**config.mk**
```make
export PLATFORM = sky130hd
export DESIGN_NAME = hc595_shifter
export DESIGN_NICKNAME = d
export VERILOG_FILES = /design/src/rtl/hc595_shifter.sv
export SDC_FILE = /design/constraint.sdc
export NUM_CORES = 1
export LEC_CHECK = 0
export ABC_CLOCK_PERIOD_IN_PS = 2000
export BUFFER_PORTS_ARGS = -buffer_cell sky130_fd_sc_hd__buf_2
export CORE_MARGIN = 5
export CORE_UTILIZATION = 50
export DETAILED_ROUTE_END_ITERATION = 12
export PLACE_DENSITY = 0.74
export SETUP_SLACK_MARGIN = 0.5
export SYNTH_ARGS = -nofsm -noshare
export SYNTH_HDL_FRONTEND = slang
export SYNTH_SLANG_ARGS = --single-unit
```
**constraint.sdc**
```tcl
create_clock -name clk -period 2 [get_ports clk]
set_clock_uncertainty 0.05 [all_clocks]
set_input_delay 0.3 -clock clk [delete_from_list [all_inputs] [get_ports clk]]
set_output_delay 0.3 -clock clk [all_outputs]
set_load 0.01 [all_outputs]
```
**src/rtl/hc595_shifter.sv**
```systemverilog
// hc595_shifter: serialises a {seg, sel} frame MSB-first into a 74HC595 chain, then pulses the latch.
module hc595_shifter #(
  parameter int DIV = 2
) (
  input  logic       clk,
  input  logic       rst,
  input  logic [7:0] seg,
  input  logic [5:0] sel,
  input  logic       valid,
  output logic       ready,
  output logic       shcp,
  output logic       stcp,
  output logic       ds,
  output logic       oe
);
  typedef enum logic [1:0] {IDLE, SHIFT, LATCH} state_t;
  state_t state, state_n;
  logic [13:0] frame;
  logic [7:0] div_cnt;
  logic [3:0] bit_idx;
  logic phase, phase_n, accept, div_end, bit_done, next_bit;
  logic shcp_n, stcp_n, ds_n, ready_n, oe_n;
  assign accept = state == IDLE && valid;
  assign div_end = div_cnt == 8'(DIV - 1);
  assign bit_done = state == SHIFT && div_end && phase;
  assign next_bit = bit_done && bit_idx != 4'd0;
  always_ff @(posedge clk) begin
    if (rst) begin
      state <= IDLE;
      frame <= '0;
      div_cnt <= '0;
      bit_idx <= '0;
      phase <= 1'b0;
      ready <= 1'b1;
      shcp <= 1'b0;
      stcp <= 1'b0;
      ds <= 1'b0;
      oe <= 1'b1;
    end else begin
      state <= state_n;
      frame <= accept ? {seg, sel} : frame;
      div_cnt <= (state == IDLE || div_end) ? 8'd0 : div_cnt + 8'd1;
      bit_idx <= accept ? 4'd13 : next_bit ? bit_idx - 4'd1 : bit_idx;
      phase <= phase_n;
      ready <= ready_n;
      shcp <= shcp_n;
      stcp <= stcp_n;
      ds <= ds_n;
      oe <= oe_n;
    end
  end
  always_comb begin
    state_n = state;
    case (state)
      IDLE:    state_n = valid ? SHIFT : IDLE;
      SHIFT:   state_n = (bit_done && bit_idx == 4'd0) ? LATCH : SHIFT;
      LATCH:   state_n = div_end ? IDLE : LATCH;
      default: state_n = IDLE;
    endcase
  end
  // Outputs are computed one cycle ahead and registered, so each follows its state with no input-to-output path.
  always_comb begin
    phase_n = accept ? 1'b0 : (state == SHIFT && div_end) ? ~phase : phase;
    ready_n = state_n == IDLE;
    stcp_n = state_n == LATCH;
    shcp_n = state_n == SHIFT && phase_n;
    ds_n = accept ? seg[7] : next_bit ? frame[bit_idx - 4'd1] : (state_n == SHIFT) ? ds : 1'b0;
    oe_n = oe && !(state == LATCH && div_end);
  end
endmodule

```
==> impl_results.md <==
- Rel. slew slack: 65.7%
- Detail-routed net length per standard cell: 13.8 um
- First-pass GRT wire length: 5.58 mm
- Cells along the critical path: inv_1, ha_4, mux4_2, a221o_1, a22o_1
- Final Critical Period: 1.80 ns
- Leak pwr: 0.000739 uW
- Max-Cap Viols: 0
- Hold Path Class: in -> reg
- Launch point of the worst hold path: seg[3]
- Number of placement rows: 19
- Commonest cells after routing, fill and taps aside: 32 x sky130_fd_sc_hd__nand2_1, 32 x sky130_fd_sc_hd__dfxtp_1, 21 x sky130_fd_sc_hd__buf_2, 17 x sky130_fd_sc_hd__a21oi_1, 13 x sky130_fd_sc_hd__nor2_1
- Distinct cells, synth: 33
- Final Wtd Congestion: 0.835
- CP Launch Type: flop
- TritonCTS clock tree: built
- Final total power: 1250 uW
- Setup TNS: 0 ns
- RSZ-0062 raised after global routing: true
- Syn avg cell area: 8.91 um^2
- Initial core utilization: 53.3%
- Endpoint required time on the critical path: 2.20 ns
- Ant. Diodes: 0
- Antenna violations before repair: 0
- Share of the cycle needed by the critical path after routing: 90.2%
- FF+latch area: 686 um^2
- Max FO, Critical Path: 5
- Total die area: 0.00419 mm^2
- Routed wire length: 3.17 mm
- Combined area of all synthesized cells: 0.00150 mm^2
- Clock buffer count from CTS: 5
- Chip Width: 64.7 um
- Count of fill cells added during filler insertion: 225
- Synthesized instance count: 168
- Number of flops mapped to enable cells by yosys: 0
- Iter 0 DRT Violations: 45
- Seq cells post-synth: 34
- Via Count: 1246
- Number of top-level design ports: 22
- Detailed-placement wirelength estimate: 2.08 mm
- Overall die height: 64.7 um
- Delay of the slowest cell on the worst path: 0.38 ns
- Worst ir drop on vdd: 0.484 mV
- Data arrival time of the worst path: 2.00 ns
- Port Buffers: 21
- Final-report max-slew violation count: 0
- Startpoint of the most critical register-to-register path: bit_idx[0]
- Endpoints failing setup: 0
- Fmax: 554 MHz
- Pre-antenna DRT Iters: 4
- Area of combinational cells with multiple inputs: 858 um^2
- Count of yosys warnings during synthesis: 0
- Non-filler instance count after layout: 229
- Growth of design area from synthesis to finish: 23.7%
- Placed cell count: 213
- Latest clock arrival within the worst-skew pair: 0.34 ns
- Antenna-violating nets left: 0
- Power Density: 677 mW/mm^2
- Max Root-Sink Buffers: 2
- Number of nets produced by synthesis: 190
- Remaining design rule violation count: 0
- Number of global-route vias before repair: 1246
- Critical-path cell with the highest stage delay: sky130_fd_sc_hd__dfxtp_1
- Reg-to-reg setup timing slack: 0.20 ns
- WHS Path Cells: 3
- Share of async-settable or async-resettable flops after synthesis: 0%
- Core Region: 0.00281 mm^2
- Most frequently used flop master after synthesis: sky130_fd_sc_hd__dfxtp_1
- Clock sink count: 34
- Critical Setup Path Class: reg -> reg
- H-tree depth reported by CTS: 2
- Clock tree root driver cell: sky130_fd_sc_hd__clkbuf_4
- Number of cells traversed by the worst register-to-register path: 5
- Pin count of the biggest net entering global routing: 28
- Worst-path clk slew: 0.11 ns
- Final core utilization: 66.0%
- Fin nets: 220
- Detailed-route vias per instance: 5.44
- Critical Path Source: bit_idx[0]
- Fraction of final layout cells with drive strength greater than 1: 32.8%
- Total overflow reported by the global router: 0
- Type of element capturing the critical path: flop
- Global-route total usage across every layer: 17.0%
- Final hold viol count: 0
- Actual slew at the worst max-slew pin: 0.514 ns
- Number of hold buffers added after cts: 0
- Proportion of synthesized chip area in sequential cells: 45.5%
- Hold_ws: 0.137 ns
- Outcome: complete, no violations
## cells in the mapped netlist (2+ instances only)
master                     instances  area, um^2
sky130_fd_sc_hd__buf_2             3        15.0
sky130_fd_sc_hd__dfxtp_1          34         681
sky130_fd_sc_hd__mux4_1            2        52.6
sky130_fd_sc_hd__nor3_1            2        10.0
sky130_fd_sc_hd__ha_1              5        62.6
sky130_fd_sc_hd__and2_1            2        12.5
sky130_fd_sc_hd__xor2_1            7        61.3
sky130_fd_sc_hd__nor2_1           15        56.3
sky130_fd_sc_hd__nand2_1          35         131
sky130_fd_sc_hd__clkbuf_1          5        18.8
sky130_fd_sc_hd__a21oi_1          19        95.1
sky130_fd_sc_hd__nor3b_1           2        15.0
sky130_fd_sc_hd__xnor2_1           4        35.0
sky130_fd_sc_hd__inv_1             4        15.0
sky130_fd_sc_hd__nand3_1           8        40.0
sky130_fd_sc_hd__mux2i_1           2        20.0
sky130_fd_sc_hd__and3_1            2        12.5
sky130_fd_sc_hd__a21o_1            2        15.0
## stage by stage
stage                     instance area (um^2)  setup slack, ns
after floorplan                           1540            0.234
after detailed placement                  1650           0.0801
after global placement                    1650            0.153
final                                     1850            0.196
after global routing                      1850           0.0667
after CTS                                 1780            0.195
## routing by layer
layer	vias up	wire length (um)	track usage, %	part of all wire (%)
met2	26	1540	27.7	49
met4	0	89	5.54	2.8
li1	626	-	-	-
met5	-	0	0	0
met3	13	137	6.56	4.3
met1	581	1400	20.6	44
## worst max-delay path, delay by kind of cell, from the launching register on
family	cells	cell delay [ns]
muxes	1	0.30
adders and majority gates	1	0.31
AOI/OAI and AO/OA	2	0.57
buffers and inverters	1	0.10
DFF	1	0.38
## final cells by class
class	instances	share of cell area, %
Inverter	4	0.811
Clock inverter	2	0.541
Multi-Input combinational cell	121	46.4
Clock buffer	5	2.03
Tap cell	31	2.09
Sequential cell	34	37.0
Timing Repair Buffer	32	11.1
## flip-flops by register name, indices dropped and copies added, names as in the netlist
| register | flops |
|---|---|
| frame | 14 |
| state | 2 |
| bit_idx | 4 |
| div_cnt | 8 |
| stcp | 1 |
| shcp | 1 |
| oe | 1 |
| ds | 1 |
| ready | 1 |
| phase | 1 |
## logic make-up after synthesis
family / after synthesis / share of synthesized area (%)
AOI/OAI and AO/OA: 27 / 11.3
xor gates and xnor gates: 11 / 6.44
adders and majority gates: 5 / 4.18
buffers and inverters: 13 / 4.01
DFF: 34 / 45.5
muxes: 5 / 6.35
and+or+nand+nor: 73 / 22.2
## path summary, 6_finish.rpt
| path | to |
|---|---|
| max reg2reg | ds |
| max | ds |
| min | frame[9] |
| min reg2reg | frame[6] |
## power by group
part | leakage, uW | internal [uW] | switching, uW
clock | 0.0000308 | 126 | 222
sequential | 0.000279 | 704 | 19.9
combinational | 0.000429 | 90.2 | 92.5
## what timing repair did
| item | CTS | global route |
|---|---|---|
| pin swaps | 7 | 4 |
| setup endpoints to repair | 32 | 33 |
| buffers inserted | 8 | 1 |
| gates resized for setup | 6 | 17 |
| hold endpoints to repair | 0 | 0 |
Note: power is estimated with default switching activity, not from simulation.
